File: config.mk
export PLATFORM = sky130hd
export DESIGN_NAME = instrom_arbiter
export DESIGN_NICKNAME = d
export VERILOG_FILES = /design/src/rtl/instrom_arb_pkg.sv /design/src/rtl/instrom_resp_buf.sv /design/src/rtl/instrom_arbiter.sv
export SDC_FILE = /design/constraint.sdc
export NUM_CORES = 1
export LEC_CHECK = 0
export CORE_ASPECT_RATIO = 0.7
export CORE_MARGIN = 2
export CORE_UTILIZATION = 39
export DETAILED_ROUTE_END_ITERATION = 16
export HOLD_SLACK_MARGIN = 0.03
export PLACE_DENSITY = 0.76
export SETUP_SLACK_MARGIN = 0.15
export SLEW_MARGIN = 20
export SYNTH_ARGS = -nofsm -noshare
export SYNTH_HDL_FRONTEND = slang
export SYNTH_SLANG_ARGS = --single-unit
File: constraint.sdc
create_clock -name clk -period 1.65 [get_ports clk]
set_input_delay 0.165 -clock clk [delete_from_list [all_inputs] [get_ports clk]]
set_output_delay 0.165 -clock clk [all_outputs]
set_load 0.02 [all_outputs]
File: src/rtl/instrom_arb_pkg.sv
// Shared definitions for the instruction-ROM read-port arbiter.
// Latency: n/a (types, constants and a helper function only).
// Backpressure: n/a.
//
// Contents:
//   arb_state_t  - arbiter state (PRIO0: fetch has priority, FORCE1: aux has priority)
//   P_FETCH/P_AUX - port indices into per-port vectors
//   ALIGN_MASK   - byte-offset bits that must be zero for a word-aligned address
//   is_misaligned() - flags a request whose low address bits are non-zero
package instrom_arb_pkg;

  typedef enum logic {
    PRIO0  = 1'b0,
    FORCE1 = 1'b1
  } arb_state_t;

  localparam int P_FETCH = 0;
  localparam int P_AUX   = 1;

  // Width of the burst counter; MAX_BURST is limited to 1..15 so 4 bits suffice.
  localparam int CNT_W = 4;

  localparam logic [1:0] ALIGN_MASK = 2'b11;

  function automatic logic is_misaligned(input logic [1:0] addr_lo);
    return |(addr_lo & ALIGN_MASK);
  endfunction

endpackage

File: src/rtl/instrom_resp_buf.sv
// One-entry valid/ready response register holding a ROM word and its error flag.
// Latency: load -> valid on the next clk edge (1 cycle).
// Backpressure: holds data/err while valid && !ready; a load in the same cycle as a drain reloads.
//
// Ports:
//   clk, rst           - clock, synchronous active-high reset
//   load, load_data, load_err - capture a new response at the next edge
//   ready              - consumer takes the buffered response this cycle
//   valid, data, err   - buffered response
module instrom_resp_buf
  import instrom_arb_pkg::*;
#(
  parameter int DATA_W = 32
) (
  input  logic              clk,
  input  logic              rst,
  input  logic              load,
  input  logic [DATA_W-1:0] load_data,
  input  logic              load_err,
  input  logic              ready,
  output logic              valid,
  output logic [DATA_W-1:0] data,
  output logic              err
);

  // The arbiter only loads a buffer that is empty or draining this cycle,
  // so a load always wins over a drain and no response is ever lost.
  always_ff @(posedge clk) begin
    if (rst) begin
      valid <= 1'b0;
      data  <= '0;
      err   <= 1'b0;
    end else if (load) begin
      valid <= 1'b1;
      data  <= load_data;
      err   <= load_err;
    end else if (ready) begin
      valid <= 1'b0;
    end
  end

endmodule

File: src/rtl/instrom_arbiter.sv
// Shares the single instrom read port between fetch (port 0) and an aux reader (port 1).
// Latency: combinational grant/ROM access; response buffered 1 cycle after request accept.
// Backpressure: a port whose response buffer is full and not draining is skipped for that cycle.
//
// Ports:
//   clk, rst                       - clock, synchronous active-high reset
//   pN_req_valid/addr/ready        - request handshake for port N (byte address)
//   pN_resp_valid/data/err/ready   - response handshake for port N (err = misaligned address)
//   rom_ren, rom_addr, rom_data    - ROM read port; rom_data is combinational from rom_addr
module instrom_arbiter
  import instrom_arb_pkg::*;
#(
  parameter int ADDR_W    = 32,
  parameter int DATA_W    = 32,
  parameter int MAX_BURST = 4
) (
  input  logic              clk,
  input  logic              rst,

  input  logic              p0_req_valid,
  input  logic [ADDR_W-1:0] p0_req_addr,
  output logic              p0_req_ready,
  output logic              p0_resp_valid,
  output logic [DATA_W-1:0] p0_resp_data,
  output logic              p0_resp_err,
  input  logic              p0_resp_ready,

  input  logic              p1_req_valid,
  input  logic [ADDR_W-1:0] p1_req_addr,
  output logic              p1_req_ready,
  output logic              p1_resp_valid,
  output logic [DATA_W-1:0] p1_resp_data,
  output logic              p1_resp_err,
  input  logic              p1_resp_ready,

  output logic              rom_ren,
  output logic [ADDR_W-1:0] rom_addr,
  input  logic [DATA_W-1:0] rom_data
);

  localparam logic [CNT_W-1:0] MAX_B = CNT_W'(MAX_BURST);

  arb_state_t        state_q, state_n;
  logic [CNT_W-1:0]  cnt_q, cnt_n;
  logic [1:0]        elig;
  logic [1:0]        gnt;
  logic [ADDR_W-1:0] sel_addr;
  logic [ADDR_W-1:0] aligned_addr;
  logic [ADDR_W-1:0] last_addr_q;

  // A full buffer that drains this cycle counts as free, which is what
  // gives each port back-to-back throughput of one response per cycle.
  assign elig[P_FETCH] = p0_req_valid && (!p0_resp_valid || p0_resp_ready);
  assign elig[P_AUX]   = p1_req_valid && (!p1_resp_valid || p1_resp_ready);

  // Grant and next-state logic. Nothing is granted while reset is held so the
  // ROM port stays idle and no buffer is loaded during reset.
  always_comb begin
    gnt     = '0;
    state_n = state_q;
    cnt_n   = cnt_q;

    if (!rst) begin
      if (state_q == FORCE1) begin
        if (elig[P_AUX])        gnt[P_AUX]   = 1'b1;
        else if (elig[P_FETCH]) gnt[P_FETCH] = 1'b1;
      end else begin
        if (elig[P_FETCH])      gnt[P_FETCH] = 1'b1;
        else if (elig[P_AUX])   gnt[P_AUX]   = 1'b1;
      end
    end

    // The counter measures how long port 1 has been waiting behind fetch.
    // It saturates at MAX_B so a port-1 buffer stalled in FORCE1 (fetch
    // granted as fallback) keeps the FSM forced until port 1 is served.
    if (gnt[P_AUX] || !p1_req_valid) begin
      cnt_n   = '0;
      state_n = PRIO0;
    end else if (gnt[P_FETCH]) begin
      if (cnt_q < MAX_B) cnt_n = cnt_q + CNT_W'(1);
      if (cnt_n == MAX_B) state_n = FORCE1;
    end
  end

  always_ff @(posedge clk) begin
    if (rst) begin
      state_q <= PRIO0;
      cnt_q   <= '0;
    end else begin
      state_q <= state_n;
      cnt_q   <= cnt_n;
    end
  end

  assign sel_addr     = gnt[P_AUX] ? p1_req_addr : p0_req_addr;
  assign aligned_addr = {sel_addr[ADDR_W-1:2], 2'b00};

  assign p0_req_ready = gnt[P_FETCH];
  assign p1_req_ready = gnt[P_AUX];
  assign rom_ren      = |gnt;

  // rom_addr parks on the last granted address so the ROM address bus does
  // not toggle on idle cycles.
  always_ff @(posedge clk) begin
    if (rst) begin
      last_addr_q <= '0;
    end else if (rom_ren) begin
      last_addr_q <= aligned_addr;
    end
  end

  assign rom_addr = rst ? '0 : (rom_ren ? aligned_addr : last_addr_q);

  instrom_resp_buf #(.DATA_W(DATA_W)) u_buf_fetch (
    .clk       (clk),
    .rst       (rst),
    .load      (gnt[P_FETCH]),
    .load_data (rom_data),
    .load_err  (is_misaligned(p0_req_addr[1:0])),
    .ready     (p0_resp_ready),
    .valid     (p0_resp_valid),
    .data      (p0_resp_data),
    .err       (p0_resp_err)
  );

  instrom_resp_buf #(.DATA_W(DATA_W)) u_buf_aux (
    .clk       (clk),
    .rst       (rst),
    .load      (gnt[P_AUX]),
    .load_data (rom_data),
    .load_err  (is_misaligned(p1_req_addr[1:0])),
    .ready     (p1_resp_ready),
    .valid     (p1_resp_valid),
    .data      (p1_resp_data),
    .err       (p1_resp_err)
  );

endmodule

==> run summary, run 1 <==
Worst path max stage delay -> 0.36 ns
CTS tree -> yes
H-tree depth -> 3
R2R cell count -> 9
Peak Freq -> 0.498 GHz
CTS sink count -> 105
Yosys warns -> 0
Ant diodes -> 0
Synth Area in XOR/XNOR -> 0
Worst Path Arrival -> 1.84 ns
Dpl ws -> -0.765 ns
Fin. Hold Viols -> 0
Starting density of the core -> 0.399
Critical path launch point -> u_buf_aux.valid$_SDFFE_PP0P_
Total CTS buffers -> 9
Synth Cell Area -> 0.00385 mm^2
Placed cell count -> 783
Min-delay worst type -> input pin to register
Max Cap Viol -> 0
CP Data Required Time -> 1.48 ns
Worst R2R Start -> u_buf_aux.valid$_SDFFE_PP0P_
Final setup margin -> -0.357 ns
Row count -> 30
Hold path depth -> 4
Max VDD drop -> 575 uV
Hold_sp -> rst
Critical Path Slowest Stage Cell -> dfxtp_4
Most frequent cells in the layout -> clkdlybuf4s50_1 (130), nand2_1 (117), dfxtp_1 (102)
CP Capture Type -> output port
DR iter-0 viols -> 278
Total congestion overflow -> 0
Die Y -> 87.1 um
Synth area leaders -> dfxtp_1 (55%), nand2_1 (18%), a32oi_1 (6.8%)
Startpoint type of the worst setup path -> register
Hold endpoint -> state_q$_SDFFE_PP0P_
Reg2reg end -> last_addr_q[6]$_DFF_P_
Cell family with most CP delay -> compound AO/OA/AOI/OAI gates
WL final -> 16.8 mm
# DRC -> 0
Area Growth Syn to Fin -> 110%
Post-route cell area -> 0.00809 mm^2
Synth area leader -> dfxtp_1
Worst-margin pin slew -> 0.535 ns
Largest family of logic cells by synthesized area -> simple AND/OR/NAND/NOR gates
Unique masters post-synth -> 33
Die X -> 123 um
Root Driver -> clkbuf_16
Clock slew at reported path FFs -> 0.07 ns
Layout fillers -> 493
Leakage -> 3.77 nW
Setup Crit Path Kind -> register to output port
Nets -> 829
Net count after synthesis -> 566
Flop and latch count out of synthesis -> 105
IO Port Bufs -> 204
Status -> complete, but fails checks
DIE AREA -> 0.0107 mm^2
Tmin final -> 2.01 ns
Post-Synth Adder-Cell Area -> 0.00325
Core Footprint -> 0.00965 mm^2
Placed inst area -> 0.00618 mm^2
Pwr/cell area -> 821 mW/mm^2
Post-DP HPWL -> 8.65 mm
RSZ-0062 raised after global routing -> true
TritonRoute pass-1 iters -> 4
R2R Setup Slk -> -0.19 ns
Final worst path period share -> 1.22
Commonest non-fill, non-tap cell in the layout -> clkdlybuf4s50_1
Post-synthesis mux area share -> 0.00260
Synth Area per Inst -> 8.31 um^2
Slew HR -> 0.643
Final Wtd Congestion -> 0.764
Finish-stage setup viols -> 57
Crit path max fanout -> 8
Area share of the largest cell type after synthesis -> 0.546
CP bufs+invs -> 2
Cts hold-fix bufs -> 0
Global-route wire length before repair -> 22.3 mm
Vias in the first global route -> 4390
Ports -> 205
Number of buffers on the longest clock path -> 2
DR vias -> 4507
Post-synthesis compound-gate area fraction -> 0.186
Tot GR Track Use -> 0.274
Hold slack final -> 0.357 ns
Gate count of the mapped netlist -> 463
Vias per inst -> 5.25
Slew Limit Fails -> 0
Post-route insts no fill -> 859
Drt wl/cell -> 19.6 um
Sequential share of the synthesized area -> 0.546
Failing checks -> negative setup slack
Synth Area in Simple Gates -> 0.219
CP cell instances -> nor2b_4 -> o211a_4 -> buf_16 -> a32oi_1 -> nand2_1 -> buf_6
Worst-Skew Late Latency -> 0.35 ns
Initial antenna violation count -> 0
Routed Antenna Nets -> 0
Layout cell share with drive strength beyond 1 -> 0.371
Skew final -> 0.0102 ns
Pin count of the biggest net entering global routing -> 37
==> synthesized netlist by cell type <==
cell      instances
ha_1              1
nor2b_1           1
o211a_1           2
o21ai_0          22
a21boi_0          1
nor2_1            6
a21oi_1          35
inv_1             1
a211oi_4          1
clkbuf_1         16
buf_4             3
o31ai_1           1
o21ai_1          10
a32oi_1          30
nor2b_2           1
a221oi_2          1
o211ai_2          1
nand2b_1          4
nor4b_1           1
a211oi_2          1
nor3_1            3
dfxtp_1         105
a41oi_1           1
mux2i_1           1
buf_2            15
nand2_1         189
a21o_1            1
and2_1            3
or2_2             1
nand3b_1          2
nand3_1           1
buf_1             1
o21a_1            1
==> routing by layer <==
| metal | vias up | track usage | routed length, um |
|---|---|---|---|
| li1 | 2098 | - | - |
| met1 | 2124 | 0.324 | 6580 |
| met2 | 239 | 0.459 | 8160 |
| met3 | 46 | 0.101 | 1590 |
| met4 | 0 | 0.0972 | 476 |
| met5 | - | 0 | 0 |
==> through the flow <==
| stage | setup TNS (ns) | utilization | power, W |
|---|---|---|---|
| floorplan | 0 | - | 0.00335 |
| global placement | -39.88 | 0.641 | 0.00404 |
| detailed placement | -43.69 | 0.641 | 0.00407 |
| CTS | -9.52 | 0.763 | 0.00641 |
| global route | -14.80 | 0.839 | 0.00688 |
| finish | -10.56 | 0.839 | 0.00665 |
==> where the power goes <==
group	switching (W)	internal (W)	leakage [nW]
Clock	0.000992	0.00108	0.143
Combinational	0.000836	0.000950	2.76
Sequential	0.0000879	0.00270	0.866
Total	0.00192	0.00473	3.77
==> worst max-delay path by stage <==
stage	endpoint	slack (ns)	cells after the start
after floorplan	rom_addr[3]	0.12	6
after global placement	rom_addr[28]	-0.71	7
after detailed placement	rom_addr[28]	-0.77	7
after CTS	rom_addr[26]	-0.31	6
after global routing	rom_addr[2]	-0.42	6
final	rom_addr[2]	-0.36	6
==> registers in the layout, summed over array words and instances (netlist names) <==
| name | flops |
|---|---|
| cnt_q | 4 |
| last_addr_q | 32 |
| state_q | 1 |
| u_buf_aux.data | 32 |
| u_buf_aux.err | 1 |
| u_buf_aux.valid | 1 |
| u_buf_fetch.data | 32 |
| u_buf_fetch.err | 1 |
| u_buf_fetch.valid | 1 |
==> cell type report <==
cell class	count	area, um^2	share of cell area
inverter	1	3.75	0.000464
timing repair buffer	287	3320	0.411
multi-input combinational	322	2210	0.273
clock buffer	10	239	0.0295
sequential	105	2110	0.261
clock inverter	6	48.8	0.00603
tap	128	160	0.0198
==> cells by family (layout without fill, tap and decap cells) <==
kind of cell             after synthesis  after routing
AND/OR/NAND/NOR                      212            212
AO/OA/AOI/OAI                        108            108
flip-flops                           105            105
buffers and inverters                 36            304
adder cells (fa/ha/maj)                1              1
multiplexers                           1              1
==> what timing repair did <==
item,4_1_cts,5_1_grt
gates resized for setup,319,127
setup buffers,34,10
pin swaps,55,47
cloned,8,8
endpoints found under the setup margin,106,144
endpoints found under the hold margin,0,0
==> worst min-delay path, cell delays in order <==
cell and delay [ns]:
buf_2 0.09, nand2b_1 0.20, buf_4 0.15, nor3_1 0.06
No activity file was read; power rests on OpenSTA's default activity.
==> run 2, diff against run 1 <==
--- a/config.mk
+++ b/config.mk
@@ -5,10 +5,13 @@
 export SDC_FILE = /design/constraint.sdc
 export NUM_CORES = 1
 export LEC_CHECK = 0
+export CELL_PAD_IN_SITES_DETAIL_PLACEMENT = 0
+export CELL_PAD_IN_SITES_GLOBAL_PLACEMENT = 2
 export CORE_ASPECT_RATIO = 0.7
 export CORE_MARGIN = 2
-export CORE_UTILIZATION = 39
+export CORE_UTILIZATION = 21
 export DETAILED_ROUTE_END_ITERATION = 16
+export GPL_ROUTABILITY_DRIVEN = 0
 export HOLD_SLACK_MARGIN = 0.03
 export PLACE_DENSITY = 0.76
 export SETUP_SLACK_MARGIN = 0.15
==> run 2 against run 1 <==
Effect of this change:
- the run still ends with negative setup slack left
- sequential share of layout area decreased by 1.0 points
- routed wire length increased by 3.2%
- worst hold slack got worse by 0.056 ns
- flip-flop and latch count unchanged
- non-clock buffer count decreased by 6
- core utilization decreased by 37 points
- clock power increased by 9%
==> run summary, run 2 (synthesis gave the netlist of run 1 again) <==
Pwr/cell area -> 810 mW/mm^2 (-1.4%)
Area Growth Syn to Fin -> 119%
Vias per inst -> 4.56 (-13%)
TritonRoute pass-1 iters -> 4 (unchanged)
Min-delay worst type -> input pin to register
Cts hold-fix bufs -> 0 (unchanged)
Setup Crit Path Kind -> register to output port
Max VDD drop -> 496 uV (-14%)
Global-route wire length before repair -> 23.4 mm (+4.8%)
Net Sw Frac -> 0.294 (+0.00550)
Critical path launch point -> u_buf_aux.valid$_SDFFE_PP0P_
Cell internal pwr -> 0.00482 W (+1.9%)
H-tree depth -> 3 (unchanged)
Final worst path period share -> 1.21 (-0.00199)
Crit path max fanout -> 9 (+1)
Registers with the most flip-flops -> last_addr_q x32, u_buf_aux.data x32, u_buf_fetch.data x32
NetSw -> 0.00200 W (+4.6%)
Skew final -> 0.00767 ns (-0.00249 ns)
Worst-margin pin slew -> 0.632 ns (+0.0967 ns)
Crit path to -> rom_addr[9]
Post-DP HPWL -> 9.64 mm (+11%)
# DRC -> 0 (unchanged)
CP Capture Type -> output port
Die Y -> 117 um (+35%)
Fin. Hold Viols -> 0 (unchanged)
Worst-Skew Late Latency -> 0.36 ns (about the same)
Total congestion overflow -> 0 (unchanged)
Ant diodes -> 0 (unchanged)
Tmin final -> 2.00 ns (-0.00328 ns)
Root Driver -> clkbuf_16
Total CTS buffers -> 9 (unchanged)
Total negative slack -> -13.26 ns (-2.70 ns)
Core Footprint -> 0.0180 mm^2 (+87%)
Slew Limit Fails -> 0 (unchanged)
Most frequent cells in the layout -> dfxtp_1 (102), clkdlybuf4s50_1 (100), nand2_1 (98)
Clock share of power -> 0.331 (+0.019)
Startpoint type of the worst setup path -> register
WL final -> 17.3 mm (+3.2%)
Reg2reg end -> last_addr_q[11]$_DFF_P_
CTS tree -> yes
DR vias -> 4382 (-2.8%)
Peak Freq -> 0.499 GHz (+0.16%)
DIE AREA -> 0.0194 mm^2 (+82%)
Commonest non-fill, non-tap cell in the layout -> dfxtp_1
DR iter-0 viols -> 182 (-35%)
Die X -> 166 um (+35%)
Clock slew at reported path FFs -> 0.08 ns (about the same)
Layout cell share with drive strength beyond 1 -> 0.417 (+0.0458)
Sequential Power Share -> 0.407 (-0.012)
Drt wl/cell -> 18.1 um (-7.8%)
Combinational Power Share -> 0.262 (-0.007)
Slew HR -> 0.579 (-0.0645)
Tot GR Track Use -> 0.157 (-0.118)
Nets -> 823 (-0.72%)
Row count -> 41 (+37%)
CTS sink count -> 105 (unchanged)
Status -> complete, but fails checks
CP Data Required Time -> 1.48 ns (about the same)
R2R cell count -> 11 (+2)
Finish-stage setup viols -> 76 (+33%)
Worst Path Arrival -> 1.84 ns (about the same)
Vias in the first global route -> 4171 (-5.0%)
Max Cap Viol -> 0 (unchanged)
Number of buffers on the longest clock path -> 2 (unchanged)
Worst R2R Start -> u_buf_aux.valid$_SDFFE_PP0P_
R2R Setup Slk -> -0.19 ns (about the same)
Ports -> 205 (unchanged)
Failing checks -> negative setup slack
IO Port Bufs -> 204 (unchanged)
Pin count of the biggest net entering global routing -> 37 (unchanged)
Total Power -> 0.00682 W (+2.7%)
Leakage -> 4.16 nW (+10%)
Final setup margin -> -0.354 ns (+0.00328 ns)
Starting density of the core -> 0.214 (-0.185)
Routed Antenna Nets -> 0 (unchanged)
Initial antenna violation count -> 0 (unchanged)
RSZ-0062 raised after global routing -> true
-- run 2: cell types whose count changed in the layout (fill, tap and decap cells not counted), moves of 4 or more --
cell,delta
nand2_1,-19
a21oi_1,-12
o21ai_2,+4
dlymetal6s2s_1,+17
dlygate4sd2_1,+14
clkdlybuf4s50_1,-30
buf_6,-5
nand2_2,+6
a21oi_2,+12
nand2_4,+13
o21ai_0,-7
-- run 2: worst min path at each step --
stage	cells after the start	endpoint	startpoint	slack [ns]
6_report	4	state_q$_SDFFE_PP0P_	rst	0.30
5_1_grt	4	state_q$_SDFFE_PP0P_	rst	0.33
3_5_place_dp	2	last_addr_q[29]$_DFF_P_	last_addr_q[29]$_DFF_P_	0.43
3_3_place_gp	2	last_addr_q[21]$_DFF_P_	last_addr_q[21]$_DFF_P_	0.42
4_1_cts	4	state_q$_SDFFE_PP0P_	rst	0.28
2_1_floorplan	2	u_buf_aux.data[0]$_SDFFE_PP0N_	rom_data[0]	0.27
-- run 2: routing by layer --
metal / part of all wire / vias up / GRT usage
li1: - / 2098 / -
met1: 0.48 / 2120 / 0.206
met2: 0.44 / 151 / 0.234
met3: 0.076 / 13 / 0.0689
met4: 0.0067 / 0 / 0.0441
met5: 0 / - / 0
-- run 2: final cells by class --
| class | instances | area [um^2] |
|---|---|---|
| clock buffers | 9 | 225 |
| repair buffers | 281 | 3330 |
| multi-input cells | 322 | 2380 |
| inverters | 1 | 3.75 |
| well taps | 236 | 295 |
| flip-flops and latches | 105 | 2110 |
| fillers | 1672 | 9580 |
| clock inverters | 7 | 77.6 |
-- run 2: power by group through the flow --
stage	sequential [W]	combinational (W)	clock, W
6_report	0.00277	0.00179	0.00226
5_1_grt	0.00279	0.00188	0.00243
4_1_cts	0.00277	0.00151	0.00234
3_5_place_dp	0.00282	0.00126	0
3_3_place_gp	0.00282	0.00126	0
2_1_floorplan	0.00294	0.000413	0
-- run 2: through the flow --
step	instance area (um^2)	hold WS, ns	worst slack, ns	cells	utilization
after floorplan	3920	0.274	0.122	463	-
after global placement	6310	0.422	-0.776	892	0.350
after detailed placement	6310	0.431	-0.763	892	0.350
after CTS	7390	0.276	-0.335	939	0.411
after global routing	8420	0.331	-0.434	961	0.468
final	8420	0.301	-0.354	961	0.468
-- run 2: what timing repair did --
action                     4_1_cts  5_1_grt
setup endpoints to repair      121      159
pin swaps                       31       51
cloned                           8       12
buffers inserted                23       10
gates resized for setup        312      227
-- run 2: critical path, stage by stage (launching register included) --
cell and delay [ns]:
dfxtp_4 0.35, nor2b_4 0.23, a211oi_4 0.06, buf_4 0.14
buf_6 0.12, buf_16 0.14, a32oi_2 0.20, nand2_2 0.10
buf_6 0.14
==> run 3, diff against run 2 <==
==> constraint.sdc (replaced) <==
create_clock -name clk -period 1.65 [get_ports clk]
set_input_delay 0.4125 -clock clk [delete_from_list [all_inputs] [get_ports clk]]
set_output_delay 0.4125 -clock clk [all_outputs]
set_load 0.02 [all_outputs]
==> run 3 against run 2 <==
Effect of this change:
- fmax is 7.6% lower
- routed wire length decreased by 6.3%
- via count is 2.5% lower
- core utilization is 1.3 points lower
- highest routed layer unchanged
- clock skew rose by 0.0025 ns
- final cell count rose by 0.42%
- flip-flop and latch count stayed put
- first-iteration DRC count is 18% higher
- worst hold slack better by 0.15 ns
- largest power group unchanged
- the flow still finishes with violations (negative setup slack)
- global-route usage is 0.60 points higher
- non-clock buffer count up 4
- setup slack got worse by 0.17 ns
==> run summary, run 3 (synthesis gave the netlist of run 1 again) <==
Min-delay worst type -> register to register
Max Cap Viol -> 0 (unchanged)
Peak Freq -> 0.461 GHz (-7.6%)
Post-route cell area -> 0.00819 mm^2 (-2.8%)
Core Footprint -> 0.0180 mm^2 (unchanged)
DIE AREA -> 0.0194 mm^2 (unchanged)
Number of buffers on the longest clock path -> 2 (unchanged)
# DRC -> 0 (unchanged)
Slew HR -> 0.745 (+0.166)
Routed Antenna Nets -> 0 (unchanged)
Leakage -> 3.53 nW (-15%)
Pwr/cell area -> 838 mW/mm^2 (+3.4%)
Area Growth Syn to Fin -> 113%
Vias in the first global route -> 4167 (-0.096%)
Starting density of the core -> 0.214 (unchanged)
Setup Crit Path Kind -> register to output port
Tot GR Track Use -> 0.163 (+0.00599)
Hold slack final -> 0.452 ns (+0.151 ns)
Nets -> 827 (+0.49%)
Total CTS buffers -> 9 (unchanged)
Vias per inst -> 4.43 (-2.9%)
Crit path max fanout -> 14 (+5)
CP cell instances -> nor2b_4 -> o211a_4 -> buf_12 -> a32oi_4 -> nand2_2 -> buf_6
Finish-stage setup viols -> 85 (+12%)
Registers with the most flip-flops -> last_addr_q x32, u_buf_aux.data x32, u_buf_fetch.data x32
Startpoint type of the worst setup path -> register
Status -> complete, but fails checks
Post-route insts no fill -> 965 (+0.42%)
GR Layer Usage met2 -> 0.255 (+0.0210)
Fin. Hold Viols -> 0 (unchanged)
Cell family with most CP delay -> compound AO/OA/AOI/OAI gates
Worst-margin pin slew -> 0.383 ns (-0.249 ns)
Pin count of the biggest net entering global routing -> 32 (-14%)
Layout cell share with drive strength beyond 1 -> 0.365 (-0.0517)
DR vias -> 4271 (-2.5%)
Global-route wire length before repair -> 24.3 mm (+3.8%)
Final core occ -> 0.455 (-0.0132)
CTS sink count -> 105 (unchanged)
DR iter-0 viols -> 214 (+18%)
Initial antenna violation count -> 0 (unchanged)
Worst path max stage delay -> 0.34 ns (about the same)
GR peak layer -> met2
Critical Path Slowest Stage Cell -> dfxtp_2
Final worst path period share -> 1.31 (+0.100)
Row count -> 41 (unchanged)
CP Capture Type -> output port
RSZ-0062 raised after global routing -> true
Global routing usage on met3 -> 0.0535 (-0.0155)
Max VDD drop -> 404 uV (-19%)
Die Y -> 117 um (unchanged)
Final setup margin -> -0.519 ns (-0.165 ns)
Clock slew at reported path FFs -> 0.07 ns (about the same)
WL final -> 16.3 mm (-6.3%)
Worst Path Arrival -> 1.76 ns (-0.08 ns)
Skew final -> 0.0102 ns (+0.00252 ns)
CP bufs+invs -> 2 (-2)
TritonRoute pass-1 iters -> 4 (unchanged)
Slew Limit Fails -> 0 (unchanged)
Drt wl/cell -> 16.8 um (-6.7%)
Placed cell count -> 894 (+0.22%)
Root Driver -> clkbuf_16
CP Data Required Time -> 1.24 ns (-0.24 ns)
M1 GR Usage -> 0.219 (+0.0131)
Tmin final -> 2.17 ns (+0.165 ns)
IO Port Bufs -> 204 (unchanged)
Total congestion overflow -> 0 (unchanged)
Placed inst area -> 0.00637 mm^2 (+0.95%)
H-tree depth -> 3 (unchanged)
Failing checks -> negative setup slack
Ports -> 205 (unchanged)
Die X -> 166 um (unchanged)
Ant diodes -> 0 (unchanged)
Worst-Skew Late Latency -> 0.35 ns (about the same)
Commonest non-fill, non-tap cell in the layout -> nand2_1
Most frequent cells in the layout -> nand2_1 (127), dfxtp_1 (102), clkdlybuf4s50_1 (96)
Post-DP HPWL -> 9.67 mm (+0.34%)
CTS tree -> yes
## run 3: worst paths after layout
check / startpoint / endpoint / slack, ns / cells after the start
worst max-delay path: u_buf_aux.valid$_SDFFE_PP0P_ / rom_addr[31] / -0.52 / 6
worst max register to register: u_buf_aux.valid$_SDFFE_PP0P_ / last_addr_q[30]$_DFF_P_ / -0.39 / 12
worst min register to register: u_buf_fetch.data[23]$_SDFFE_PP0P_ / u_buf_fetch.data[23]$_SDFFE_PP0P_ / 0.45 / 2
worst min-delay path: u_buf_fetch.data[23]$_SDFFE_PP0P_ / u_buf_fetch.data[23]$_SDFFE_PP0P_ / 0.45 / 2
## run 3: per-stage QoR
step	power (W)	worst slack, ns	setup TNS [ns]
final	0.00686	-0.519	-24.15
after global routing	0.00718	-0.589	-30.45
after CTS	0.00684	-0.534	-21.65
after detailed placement	0.00411	-1.30	-92.28
after global placement	0.00409	-1.27	-88.40
after floorplan	0.00337	-0.172	-5.14
## run 3: metal layers
metal | part of all wire | wire, um
met5 | 0 | 0
met4 | 0.0084 | 136
met3 | 0.064 | 1040
met2 | 0.45 | 7230
met1 | 0.48 | 7840
## run 3: final cells by class
class | count | area (um^2)
fillers | 1711 | 9820
repair buffers | 285 | 3240
multi-input cells | 322 | 2220
flip-flops and latches | 105 | 2110
well taps | 236 | 295
clock buffers | 9 | 225
clock inverters | 7 | 98.8
inverters | 1 | 3.75
## run 3: report_power, final
part	internal, W	switching, W
Clock	0.00135	0.00102
Sequential	0.00270	0.0000725
Combinational	0.000911	0.000815
Total	0.00495	0.00190
## run 3: worst register-to-register path: stages, from the launching register on
cell and delay, ns:
dfxtp_2 0.34, nor2b_4 0.15, o211a_4 0.26, buf_12 0.16
a32oi_2 0.23, nand2_2 0.09, buf_6 0.12, buf_6 0.10
buf_6 0.10, buf_6 0.10, buf_6 0.10, buf_6 0.10
buf_6 0.10
## run 3: timing repair
action,CTS,global route
gates cloned,13,4
pin swaps,42,40
gates resized for setup,405,102
setup buffers,34,4
hold buffers,0,0
setup endpoints to repair,207,134
